--- src/rtl/brg_xcel_master_arbiter.sv ---
// rtl/brg_xcel_master_arbiter.sv - round-robin sharing of one accelerator master port among num_req_p sub-units
// Tracks in-flight loads per requester and routes returned loads back by the load-ID upper bits.
module brg_xcel_master_arbiter #(
  parameter int num_req_p         = 4,
  parameter int addr_width_p      = 32,
  parameter int data_width_p      = 32,
  parameter int load_id_width_p   = 11,
  parameter int max_outstanding_p = 16,
  parameter int req_id_width_lp   = $clog2(num_req_p),
  parameter int opq_width_lp      = load_id_width_p - req_id_width_lp
) (
  input  logic                                   clk_i,
  input  logic                                   reset_ni,
  input  logic [num_req_p-1:0]                   req_v_i,
  output logic [num_req_p-1:0]                   req_ready_o,
  input  logic [num_req_p-1:0]                   req_type_i,
  input  logic [num_req_p*addr_width_p-1:0]      req_addr_i,
  input  logic [num_req_p*data_width_p-1:0]      req_data_i,
  input  logic [num_req_p*(data_width_p/8)-1:0]  req_mask_i,
  input  logic [num_req_p*opq_width_lp-1:0]      req_opq_i,
  output logic                                   out_v_o,
  input  logic                                   out_ready_i,
  output logic                                   out_type_o,
  output logic [addr_width_p-1:0]                out_addr_o,
  output logic [data_width_p-1:0]                out_data_o,
  output logic [data_width_p/8-1:0]              out_mask_o,
  output logic [load_id_width_p-1:0]             out_opq_o,
  input  logic                                   ret_v_i,
  input  logic [data_width_p-1:0]                ret_data_i,
  input  logic [load_id_width_p-1:0]             ret_opq_i,
  output logic [num_req_p-1:0]                   resp_v_o,
  output logic [data_width_p-1:0]                resp_data_o,
  output logic [opq_width_lp-1:0]                resp_opq_o,
  output logic                                   idle_o,
  output logic                                   err_o
);

  localparam int mask_width_lp = data_width_p / 8;
  localparam int cnt_width_lp  = $clog2(max_outstanding_p + 1);
  localparam logic [cnt_width_lp-1:0] cnt_max_lp = cnt_width_lp'(max_outstanding_p);

  logic                                    out_v_q, out_v_d;
  logic                                    out_type_q, out_type_d;
  logic [addr_width_p-1:0]                 out_addr_q, out_addr_d;
  logic [data_width_p-1:0]                 out_data_q, out_data_d;
  logic [mask_width_lp-1:0]                out_mask_q, out_mask_d;
  logic [load_id_width_p-1:0]              out_opq_q, out_opq_d;
  logic [req_id_width_lp-1:0]              rr_q, rr_d;
  logic [num_req_p-1:0][cnt_width_lp-1:0]  cnt_q, cnt_d;
  logic [num_req_p-1:0]                    resp_v_q, resp_v_d;
  logic [data_width_p-1:0]                 resp_data_q, resp_data_d;
  logic [opq_width_lp-1:0]                 resp_opq_q, resp_opq_d;
  logic                                    err_q, err_d;

  logic [req_id_width_lp-1:0]              ret_idx;
  logic [num_req_p-1:0]                    ret_hit;
  logic [num_req_p-1:0]                    eligible;
  logic                                    stage_free;
  logic                                    gnt_v;
  int                                      gnt_int;
  int                                      cand;
  logic [req_id_width_lp-1:0]              gnt_idx;

  // A return is only honoured when it names a real requester with a load in flight.
  always_comb begin
    ret_idx  = ret_opq_i[load_id_width_p-1 -: req_id_width_lp];
    ret_hit  = '0;
    eligible = '0;
    for (int i = 0; i < num_req_p; i++) begin
      if (ret_v_i && (ret_idx == req_id_width_lp'(i)) && (cnt_q[i] != '0)) begin
        ret_hit[i] = 1'b1;
      end
      eligible[i] = req_v_i[i] & (req_type_i[i] | (cnt_q[i] < cnt_max_lp) | ret_hit[i]);
    end
  end

  always_comb begin
    stage_free  = ~out_v_q | out_ready_i;
    gnt_v       = 1'b0;
    gnt_int     = 0;
    cand        = 0;
    req_ready_o = '0;
    for (int k = 0; k < num_req_p; k++) begin
      cand = int'(rr_q) + k;
      if (cand >= num_req_p) begin
        cand = cand - num_req_p;
      end
      if (stage_free && !gnt_v && eligible[cand]) begin
        gnt_v   = 1'b1;
        gnt_int = cand;
      end
    end
    gnt_idx = req_id_width_lp'(gnt_int);
    if (gnt_v) begin
      req_ready_o[gnt_int] = 1'b1;
    end
  end

  always_comb begin
    out_v_d    = out_v_q & ~out_ready_i;
    out_type_d = out_type_q;
    out_addr_d = out_addr_q;
    out_data_d = out_data_q;
    out_mask_d = out_mask_q;
    out_opq_d  = out_opq_q;
    rr_d       = rr_q;
    if (gnt_v) begin
      out_v_d    = 1'b1;
      out_type_d = req_type_i[gnt_int];
      out_addr_d = req_addr_i[gnt_int*addr_width_p +: addr_width_p];
      out_data_d = req_data_i[gnt_int*data_width_p +: data_width_p];
      out_mask_d = req_mask_i[gnt_int*mask_width_lp +: mask_width_lp];
      out_opq_d  = req_type_i[gnt_int] ? '0
                 : {gnt_idx, req_opq_i[gnt_int*opq_width_lp +: opq_width_lp]};
      rr_d       = (gnt_int == num_req_p - 1) ? '0 : req_id_width_lp'(gnt_int + 1);
    end
  end

  // Grant and return to the same requester in one cycle cancel out.
  always_comb begin
    cnt_d = cnt_q;
    for (int i = 0; i < num_req_p; i++) begin
      case ({gnt_v && (gnt_int == i) && !req_type_i[i], ret_hit[i]})
        2'b10:   cnt_d[i] = cnt_q[i] + cnt_width_lp'(1);
        2'b01:   cnt_d[i] = cnt_q[i] - cnt_width_lp'(1);
        default: cnt_d[i] = cnt_q[i];
      endcase
    end
  end

  always_comb begin
    resp_v_d    = ret_hit;
    resp_data_d = ret_v_i ? ret_data_i : resp_data_q;
    resp_opq_d  = ret_v_i ? ret_opq_i[opq_width_lp-1:0] : resp_opq_q;
    err_d       = err_q | (ret_v_i & ~(|ret_hit));
  end

  always_ff @(posedge clk_i or negedge reset_ni) begin
    if (!reset_ni) begin
      out_v_q     <= 1'b0;
      out_type_q  <= 1'b0;
      out_addr_q  <= '0;
      out_data_q  <= '0;
      out_mask_q  <= '0;
      out_opq_q   <= '0;
      rr_q        <= '0;
      cnt_q       <= '0;
      resp_v_q    <= '0;
      resp_data_q <= '0;
      resp_opq_q  <= '0;
      err_q       <= 1'b0;
    end else begin
      out_v_q     <= out_v_d;
      out_type_q  <= out_type_d;
      out_addr_q  <= out_addr_d;
      out_data_q  <= out_data_d;
      out_mask_q  <= out_mask_d;
      out_opq_q   <= out_opq_d;
      rr_q        <= rr_d;
      cnt_q       <= cnt_d;
      resp_v_q    <= resp_v_d;
      resp_data_q <= resp_data_d;
      resp_opq_q  <= resp_opq_d;
      err_q       <= err_d;
    end
  end

  assign out_v_o     = out_v_q;
  assign out_type_o  = out_type_q;
  assign out_addr_o  = out_addr_q;
  assign out_data_o  = out_data_q;
  assign out_mask_o  = out_mask_q;
  assign out_opq_o   = out_opq_q;
  assign resp_v_o    = resp_v_q;
  assign resp_data_o = resp_data_q;
  assign resp_opq_o  = resp_opq_q;
  assign err_o       = err_q;
  assign idle_o      = ~out_v_q & (cnt_q == '0);

endmodule

--- config.mk ---
export PLATFORM = sky130hd
export DESIGN_NAME = brg_xcel_master_arbiter
export DESIGN_NICKNAME = d
export VERILOG_FILES = /design/src/rtl/brg_xcel_master_arbiter.sv
export SDC_FILE = /design/constraint.sdc
export NUM_CORES = 1
export LEC_CHECK = 0
export ABC_CLOCK_PERIOD_IN_PS = 7450
export CAP_MARGIN = 20
export CORE_AREA = 2 2 193 195
export DETAILED_ROUTE_END_ITERATION = 8
export DIE_AREA = 0 0 195 197
export DONT_BUFFER_PORTS = 1
export MAX_ROUTING_LAYER = met4
export PLACE_DENSITY = 0.4
export SLEW_MARGIN = 40
export SYNTH_ARGS = -nofsm -noshare
export SYNTH_HDL_FRONTEND = slang
export SYNTH_SLANG_ARGS = --single-unit
--- constraint.sdc ---
create_clock -name clk_i -period 7.45 [get_ports clk_i]
set_input_delay 1.1175 -clock clk_i [delete_from_list [all_inputs] [get_ports clk_i]]
set_output_delay 1.1175 -clock clk_i [all_outputs]
set_load 0.1 [all_outputs]
Word level (Yosys, flattened, before mapping)
Index checks and enable logic that the tools add are counted.
- add/sub/neg operators: 16
- multipliers: 1
- div/mod/pow operators: 0
- $lt $le $gt $ge: 14
- equality and inequality tests: 14
- shift operators: 4
- mux-type cells: 41
- bitwise gates (word level): 20
- reduce and logical (&&, ||, !) cells: 43
- operators by type and width (cell ; number):
    2-to-1 mux 32 bit ; 8
    variable part select 128 x 32 -> 32 bit ; 2
    < comparator 32 x 4 -> 1 bit (second input constant) ; 5
    == test 32 x 3 -> 1 bit (second input constant) ; 2
    one-hot mux 5 bit (2 select lines) ; 4
    variable part select 36 x 32 -> 9 bit ; 1
    == test 32 x 2 -> 1 bit (second input constant) ; 1
    greater-or-equal comparator 32 x 1 -> 1 bit (second input constant) ; 1
    logical NOT 32 bit ; 1
    multiplier 32 x 5 -> 32 bit (second input constant) ; 1
    variable part select 16 x 32 -> 4 bit ; 1
    logical AND 1 bit ; 24
    adder 5 x 1 -> 5 bit (second input constant) ; 4
    logical NOT 20 bit ; 1
    < comparator 5 bit (second input constant) ; 4
    2-to-1 mux 1 bit ; 20
    nonzero test 5 bit ; 4
    subtractor 5 x 1 -> 5 bit (second input constant) ; 4
    == test 2 bit (second input constant) ; 6
    subtractor 3 x 3 -> 4 bit (second input constant) ; 3
    2-to-1 mux 11 bit ; 1
    binary-select mux 1 bit (select 2 bit) ; 5
    == test 2 x 1 -> 1 bit (second input constant) ; 5
    OR 1 bit ; 10
    other kinds (15) ; 35
- register bits: 149
- latch bits: 0
- RAM bits: 0
- ROM bits: 0
- bits of input ports: 363
- output and inout port bits: 132
- word-level logic and storage cells: 168
- memories: 0

Longest topological paths before layout
Gate-level depths: netlist of run 1.
- depth after elaboration: 28
- gate-level depth with buffers: 26
- depth with buffers taken out: 21

Least setup slack after synthesis of run 1
Ideal clock, no wire load.
- path kind: input to register
- start point: input ret_v_i
- end point: register cnt_q[9] (netlist name)
- setup time: 0.125 ns
- arrival: 5.953 ns
- required time: 7.325 ns
- slack: 1.372 ns
- stages on the path: 23
- buffers on the path: 6
- cell sequence: buf_6 and3b_4 o21a_4 mux4_2 o211ai_1 a211o_1 buf_6 buf_2 buf_2 buf_2 ha_1 and3_1 nand2_1 ha_1 clkbuf_1 xor2_1 ha_1 o21ai_0 a21oi_1 a21oi_1 xor2_1 nor2_1 xor2_1
- longest elaborated chain between the ends: 27
- elaborated cells on any way between the ends: 57
- classes of those cells: eq/ne (3); mux (25); bitwise (8); reduce/logical (21)
- RTL lines (item ; RTL line ; source):
    start, declared ; 28 ; input logic ret_v_i,
    logical AND 1 bit (2 in a row) ; 70 ; if (ret_v_i && (ret_idx == req_id_width_lp'(i)) && (cnt_q[i] != '0)) begin
    2-to-1 mux 1 bit ; 70 ;
    OR 1 bit ; 73 ; eligible[i] = req_v_i[i] & (req_type_i[i] | (cnt_q[i] < cnt_max_lp) | ret_hit[i]);
    bitwise AND 1 bit ; 73 ;
    binary-select mux 1 bit (select 2 bit) ; 88 ; if (stage_free && !gnt_v && eligible[cand]) begin
    2-to-1 mux 1 bit (not written as such) (2 in a row) ; 88 ;
    logical AND 1 bit ; 88 ;
    2-to-1 mux 1 bit ; 88 ;
    [7 not listed] ; n/a ;
    2-to-1 mux 1 bit ; 88 ;
    logical NOT 1 bit ; 88 ;
    logical AND 1 bit (2 in a row) ; 88 ;
    2-to-1 mux 32 bit ; 88 ;
    == test 32 x 2 -> 1 bit ; 123 ; case ({gnt_v && (gnt_int == i) && !req_type_i[i], ret_hit[i]})
    logical AND 1 bit (2 in a row) ; 123 ;
    == test 2 x 1 -> 1 bit / == test 2 bit (equally long branches) ; 123 ;
    one-hot mux 5 bit (2 select lines) / nonzero test 2 bit (equally long branches) ; n/a ;
    end signal, assigned ; 160 ; cnt_q <= cnt_d;
    end, declared ; 49 ; logic [num_req_p-1:0][cnt_width_lp-1:0] cnt_q, cnt_d;
Several ways; a longest one is shown, not always the timed one. The select of a mux whose other input is x is not followed.
A chain may end at the register's enable or synchronous reset.

Final worst setup path of run 1
- start point: register rr_q[1]
- end point: register out_opq_q[5] (netlist: out_opq_o[5])
- longest elaborated chain between the ends: 23
- elaborated cells on any way between the ends: 51
- classes of those cells: add/sub (7); mul (1); order compare (4); shift (1); mux (28); reduce/logical (10)
- RTL lines (item ; RTL line ; source):
    start, declared ; 48 ; logic [req_id_width_lp-1:0] rr_q, rr_d;
    start signal, assigned ; 159 ; rr_q <= rr_d;
    parallel branches: the longest is 23 deep, another holds subtractor 3 x 3 -> 4 bit ; n/a ;
    end signal, assigned ; 158 ; out_opq_q <= out_opq_d;
    end, declared ; 47 ; logic [load_id_width_p-1:0] out_opq_q, out_opq_d;
Parallel ways; which one is timed is not known. The select of a mux whose other input is x is not followed.

==> results.txt, run 1 <==
outcome = complete, no violations
port buffer count = 0
Worst Max-Slew Pin Slew = 0.8978 ns
die area = 0.03842 sq mm
Post-Syn Area = 0.01065 sq mm
number of CTS-inserted buffers = 17
Max Slew Vio Count = 0
final instance area = 0.01186 sq mm
HP Class = input pin to asynchronous set/reset pin
async set-reset flop share out of synthesis = 1.000
fillcell total = 3,664
Layout Cells excl Fill = 1,418
Yosys warning count = 0
cts repair resizes = 0
FMAX = 165.5 MHz
clock root cell = clkbuf_16
required time worst endpoint = 7.77 ns
gr usage total = 0.2149
Starting DRT DRC Count = 623
Fin. Hold Viols = 0
syn nets = 1,357
number of enable flip-flop cells after synthesis = 0
ANT nets after route = 0
CTS clock-pin slew for the worst setup and hold paths = 0.08 ns
vias in the first global route = 8,512
Mapped Cells = 962
register area share after synthesis = 0.3502
Final Critical Period = 6.041 ns
setup_tns = 0 ns
Worst Reg-to-Reg Cells = 16
area leader, netlist = dfrtp_1
DR DRC count = 0
nets = 1,314
Netlist cell types = 83
Synth area leaders = dfrtp_1 (35%), mux4_2 (16%), mux2_2 (5.8%)
dpl cell area = 0.01115 sq mm
total grt overflow = 0
crit share post-route = 0.8109
max-cap violations = 0
Setup crit start = rr_q[1]
CP Class = flop to flop
core area = 0.03626 sq mm
via count = 8,479
Avg WL per Cell = 29.19 um
Total Wirelength = 41,390 um
initial core utilization = 0.2937
Die Width = 195 um
Synth top area share = 0.3502
routed vias/inst = 5.980
crit path max fanout = 19
HPWL after DPL = 31,390 um
relative slew slack = 0.4015
CTS HTree Levels = 4
CTS tree = built
dpl cells = 1,368
first-pass GRT wire length = 59,360 um
Worst-Skew Late Latency = 0.45 ns
Pre-Repair DR Iteration Count = 5
RSZ-0062 raised after global routing = no
Final setup viols = 0
Worst R2R Setup Slack = 1.41 ns
Top-Level Pins = 495
pin count of the biggest net entering global routing = 150
Startpoint Class = flop
number of core rows = 70
Reg-to-Reg End = out_opq_o[5]
Setup Fix Bufs, Post-CTS = 0
Final GP Congestion = 0.9441
FF+latch count, synth = 149
initial antenna violation count = 18
Die H = 197 um
CP arrival = 6.36 ns
Max Buffers Root-to-Sink = 2
layout cells sized above 1 = 0.3498
TritonCTS Sinks = 149
R2R Path Start = rr_q[1]
Area Growth Syn to Fin = 11.40%
critical path capture point type = flop
Top FF cell, synth = dfrtp_1
CTS Hold Bufs = 0
Layout Skew = 0.01087 ns
Mean Syn Cell Area = 11.07 sq um
[per-layer routing]
metal,up-vias,part of all wire,track usage
li1,3688,-,-
met1,4343,0.40,0.2523
met2,389,0.50,0.3470
met3,59,0.070,0.06366
met4,0,0.030,0.08482
met5,-,0,-
[registers in the layout, summed over array words and instances (netlist names)]
register / flops
out_v_o: 1
rr_q: 2
out_mask_o: 4
resp_opq_o: 9
out_opq_o: 11
err_o: 1
cnt_q: 20
resp_data_o: 32
out_type_o: 1
out_addr_o: 32
out_data_o: 32
resp_v_o: 4
[layout by cell type, fill, tap and decap left out, types with 6 or more instances in the layout]
cell,count
dfrtp_2,120
buf_4,10
clkbuf_16,18
xnor2_1,9
o221ai_1,12
nor2_1,46
nor2b_1,6
ha_1,30
mux2i_1,43
o22ai_1,11
a21oi_1,37
nor3_1,16
a31oi_1,6
mux4_2,76
a22o_1,70
nand2b_1,7
dfrtp_1,29
o21ai_0,27
a211oi_1,8
and3_1,10
mux2_2,55
nand3_1,17
inv_1,16
o21ai_1,7
nand2_1,88
xor2_1,19
diode_2,18
[cell usage after synthesis, types with 5 or more instances]
master,number
a211oi_1,8
a21oi_1,37
a221oi_1,5
a22o_1,70
a22oi_1,5
a31oi_1,6
and3_1,11
buf_2,33
buf_4,6
clkbuf_1,30
dfrtp_1,149
ha_1,30
inv_1,16
mux2_2,55
mux2i_1,43
mux4_2,76
nand2_1,88
nand2b_1,7
nand3_1,17
nor2_1,47
nor2b_1,6
nor3_1,17
nor4_1,5
o21ai_0,27
o21ai_1,8
o221ai_1,12
o22ai_1,11
xnor2_1,9
xor2_1,19
[worst max-delay path by stage]
stage,end,slack (ns),cells after the start
finish,out_opq_o[5],1.41,16
global route,out_opq_o[8],1.07,16
CTS,req_ready_o[0],1.43,11
detailed placement,out_opq_o[5],1.48,16
global placement,out_opq_o[8],1.55,16
floorplan,cnt_q[9],1.37,23
[final cells by class]
type	instances	area, sq um	share of cell area
clock inverters	15	215.2	0.01814
diodes	18	45.04	0.003797
inverters	21	78.83	0.006646
flip-flops and latches	149	3879	0.3270
multi-input cells	716	6499	0.5479
well taps	468	585.6	0.04937
clock buffers	17	425.4	0.03586
repair buffers	14	133.9	0.01129
[per-stage QoR]
stage	worst slack, ns	utilization	hold WS [ns]
2_1_floorplan	1.372	-	0.4563
3_3_place_gp	1.549	0.3038	0.4878
3_5_place_dp	1.481	0.3076	0.4850
4_1_cts	1.432	0.3252	0.3227
5_1_grt	1.065	0.3271	0.3245
6_report	1.409	0.3271	0.3553
[cells by family (layout without fill, tap and decap cells)]
group	count (synthesis)	in the layout	synth area share
other	0	18	0
XOR/XNOR	28	28	0.02303
AND/OR/NAND/NOR	230	230	0.1041
buffers and inverters	97	67	0.04301
adder cells (fa/ha/maj)	32	32	0.03901
AO/OA/AOI/OAI	252	252	0.1813
flip-flops	149	149	0.3502
multiplexers	174	174	0.2593
[critical path: stages (launching register included)]
cell	delay, ns
dfrtp_1	0.60
clkinv_1	0.41
ha_1	0.48
inv_1	0.17
mux4_2	0.61
and2_4	0.23
a32oi_4	0.51
inv_2	0.37
ha_1	0.40
ha_1	0.14
inv_1	0.05
fa_1	0.40
xor2_1	0.68
nand2_1	0.14
a21oi_1	0.19
nor4bb_1	0.37
o41ai_1	0.14
Power of run 1 is not shown: default switching activity piles up to over one toggle a cycle in this logic, so the estimate is an artifact.
==> run 2: changes to the inputs <==
--- a/config.mk
+++ b/config.mk
@@ -5,14 +5,15 @@
 export SDC_FILE = /design/constraint.sdc
 export NUM_CORES = 1
 export LEC_CHECK = 0
-export ABC_CLOCK_PERIOD_IN_PS = 7450
+export ABC_AREA = 1
+export ABC_CLOCK_PERIOD_IN_PS = 5320
 export CAP_MARGIN = 20
-export CORE_AREA = 2 2 193 195
+export CORE_AREA = 2 2 195 197
 export DETAILED_ROUTE_END_ITERATION = 8
-export DIE_AREA = 0 0 195 197
+export DIE_AREA = 0 0 197 199
 export DONT_BUFFER_PORTS = 1
 export MAX_ROUTING_LAYER = met4
-export PLACE_DENSITY = 0.4
+export PLACE_DENSITY = 0.41
 export SLEW_MARGIN = 40
 export SYNTH_ARGS = -nofsm -noshare
 export SYNTH_HDL_FRONTEND = slang
==> constraint.sdc (replaced) <==
create_clock -name clk_i -period 5.32 [get_ports clk_i]
set_input_delay 0.798 -clock clk_i [delete_from_list [all_inputs] [get_ports clk_i]]
set_output_delay 0.798 -clock clk_i [all_outputs]
set_load 0.1 [all_outputs]
==> results.txt, run 2 <==
Yosys warning count = 0 (unchanged)
Synth area leaders = dfrtp_1 (35%), nand2_1 (13%), o21ai_0 (8.0%)
CTS clock-pin slew for the worst setup and hold paths = 0.07 ns (about the same)
syn nets = 1,941 (+43%)
critical path's top delay family = simple AND/OR/NAND/NOR gates
final instance area = 0.01175 sq mm (-0.93%)
initial core utilization = 0.2873 (-0.006367)
TritonCTS Sinks = 149 (unchanged)
Synth top cells by count = nand2_1 (371), nor2_1 (212), o21ai_0 (171)
Final Critical Period = 4.616 ns (-1.425 ns)
most frequent cells in the layout = nand2_1 (370), nor2_1 (212), o21ai_0 (171)
CP max stage cell = dfrtp_1
most common cell in the netlist = nand2_1
gr usage total = 0.2157 (+0.0007707)
FF+latch count, synth = 149 (unchanged)
crit share post-route = 0.8676 (+0.05672)
number of core rows = 71 (+1.4%)
register area share after synthesis = 0.3495 (-0.0006571)
Max Buffers Root-to-Sink = 2 (unchanged)
pin count of the biggest net entering global routing = 150 (unchanged)
layout cells sized above 1 = 0.1407 (-0.2091)
R2R Path Start = rr_q[0]
required time worst endpoint = 5.64 ns (-2.13 ns)
met3 Track Usage GR = 0.05375 (-0.009908)
cts repair resizes = 0 (unchanged)
nets = 1,882 (+43%)
global route hottest layer = met2
port buffer count = 0 (unchanged)
Total Wirelength = 42,560 um (+2.8%)
CP Class = flop to flop
outcome = complete, no violations
multi-input logic area = 0.006082 sq mm (-6.4%)
Area Growth Syn to Fin = 10.16%
M2 GR Usage = 0.3551 (+0.008101)
number of enable flip-flop cells after synthesis = 0 (unchanged)
via count = 10,707 (+26%)
register area = 0.003881 sq mm (about the same)
vias in the first global route = 9,996 (+17%)
Mean Syn Cell Area = 6.900 sq um (-38%)
Buf/Inv on CP = 4 (unchanged)
Pre-Repair DR Iteration Count = 7 (+2)
Die Width = 197 um (+1.0%)
most common cell after layout, fill and taps aside = nand2_1
Die H = 199 um (+1.0%)
die area = 0.03920 sq mm (+2.1%)
worst hold slack = 0.04639 ns (-0.3089 ns)
first-pass GRT wire length = 62,420 um (+5.1%)
core area = 0.03713 sq mm (+2.4%)
area leader, netlist = dfrtp_1
total grt overflow = 0 (unchanged)
Avg WL per Cell = 21.53 um (-26%)
async set-reset flop share out of synthesis = 1.000 (unchanged)
Synth top area share = 0.3495 (-0.0006571)
HPWL after DPL = 31,980 um (+1.9%)
Netlist cell types = 45 (-46%)
dpl cell area = 0.01116 sq mm (+0.11%)
Worst Max-Slew Pin Slew = 0.8885 ns (-0.009236 ns)
RSZ-0062 raised after global routing = no
worst setup path end = out_opq_o[5]
Top FF cell, synth = dfrtp_1
Mapped Cells = 1,546 (+61%)
FMAX = 216.7 MHz (+31%)
Max Slew Vio Count = 0 (unchanged)
final core utilization = 0.3165 (-0.01066)
Worst Reg-to-Reg Cells = 20 (+4)
CP arrival = 4.93 ns (-1.43 ns)
max-cap violations = 0 (unchanged)
Final GP Congestion = 0.8989 (-4.8%)
routed vias/inst = 5.416 (-9.4%)
Cell Chain, Critical Path = inv_1 -> ha_1 -> inv_1 -> nand3_1 -> nand2_1 -> nor2_2 -> nand4_4 -> o21ai_4 -> ha_1 -> ha_1 -> nor2_1 -> inv_1 -> nor2_1 -> inv_1 -> a21oi_1 -> nor3_1 -> o21ai_1 -> nand2_1 -> nand2_1 -> nand2_1
Worst R2R Setup Slack = 0.70 ns (-0.70 ns)
Starting DRT DRC Count = 702 (+13%)
ANT nets after route = 0 (unchanged)
setup_tns = 0 ns (unchanged)
met1 GRT Util = 0.2670 (+0.01464)
Final setup viols = 0 (unchanged)
Fin. Hold Viols = 0 (unchanged)
Reg-to-Reg End = out_opq_o[5]
Setup Fix Bufs, Post-CTS = 0 (unchanged)
fillcell total = 4,076 (+11%)
Startpoint Class = flop
CTS HTree Levels = 4 (unchanged)
HP Class = input pin to asynchronous set/reset pin
CTS tree = built
Post-Syn Area = 0.01067 sq mm (+0.19%)
initial antenna violation count = 3 (-15)
Layout Skew = 0.01039 ns (-0.0004845 ns)
Worst-Skew Late Latency = 0.44 ns (about the same)
DR DRC count = 0 (unchanged)
Worst path depth = 20 (+4)
Top-Level Pins = 495 (unchanged)
number of CTS-inserted buffers = 17 (unchanged)
CTS Hold Bufs = 0 (unchanged)
relative slew slack = 0.4076 (+0.006158)
clock root cell = clkbuf_16
slowest stage delay, CP = 0.57 ns (-0.11 ns)
Setup crit start = rr_q[0]
crit path max fanout = 13 (-6)
critical path capture point type = flop
run 2: changes by cell type after synthesis, sizes merged, moves of 17 or more:
cell,previous run,this run
mux2,55,0
nand3,18,142
mux2i,43,0
o21ai,35,194
inv,19,101
nand2,90,378
nor2,48,219
mux4,76,0
clkbuf,30,47
o22ai,11,70
run 2: worst min-delay path by stage:
stage	from	slack, ns	cells past startpoint	end
after floorplan	cnt_q[17]	0.48	2	cnt_q[17]
after global placement	reset_ni	0.51	0	resp_data_o[0]
after detailed placement	reset_ni	0.51	0	resp_data_o[0]
after CTS	reset_ni	0.02	0	out_data_o[28]
after global routing	reset_ni	0.02	0	resp_data_o[0]
final	reset_ni	0.05	0	resp_data_o[0]
run 2: kinds of logic (layout without fill, tap and decap cells):
family	after synthesis	in the layout	share of synthesized area
xor gates and xnor gates	15	15	0.01232
and+or+nand+nor	756	756	0.2935
DFF	149	149	0.3495
buffers and inverters	205	159	0.08328
AOI/OAI and AO/OA	389	389	0.2225
adders and majority gates	32	32	0.03894
other	0	3	0
run 2: stage by stage:
stage	setup WS, ns	instances
after floorplan	0.3292	1546
final	0.7044	1977
after CTS	0.7236	1974
after global placement	0.8485	1941
after detailed placement	0.7580	1942
after global routing	0.1855	1977
run 2: layer usage:
| layer | vias up | share of wire |
|---|---|---|
| met2 | 454 | 0.49 |
| met3 | 42 | 0.070 |
| li1 | 5099 | - |
| met5 | - | 0 |
| met4 | 0 | 0.016 |
| met1 | 5112 | 0.42 |
run 2: cell type report:
class	instances	area share
Tap cell	474	0.05047
Inverter	103	0.03322
Clock buffer	19	0.03854
Multi-Input combinational cell	1192	0.5176
Antenna cell	3	0.0006388
Sequential cell	149	0.3303
Clock inverter	13	0.009689
Timing Repair Buffer	24	0.01959
Power of run 2 is left out for the same reason.
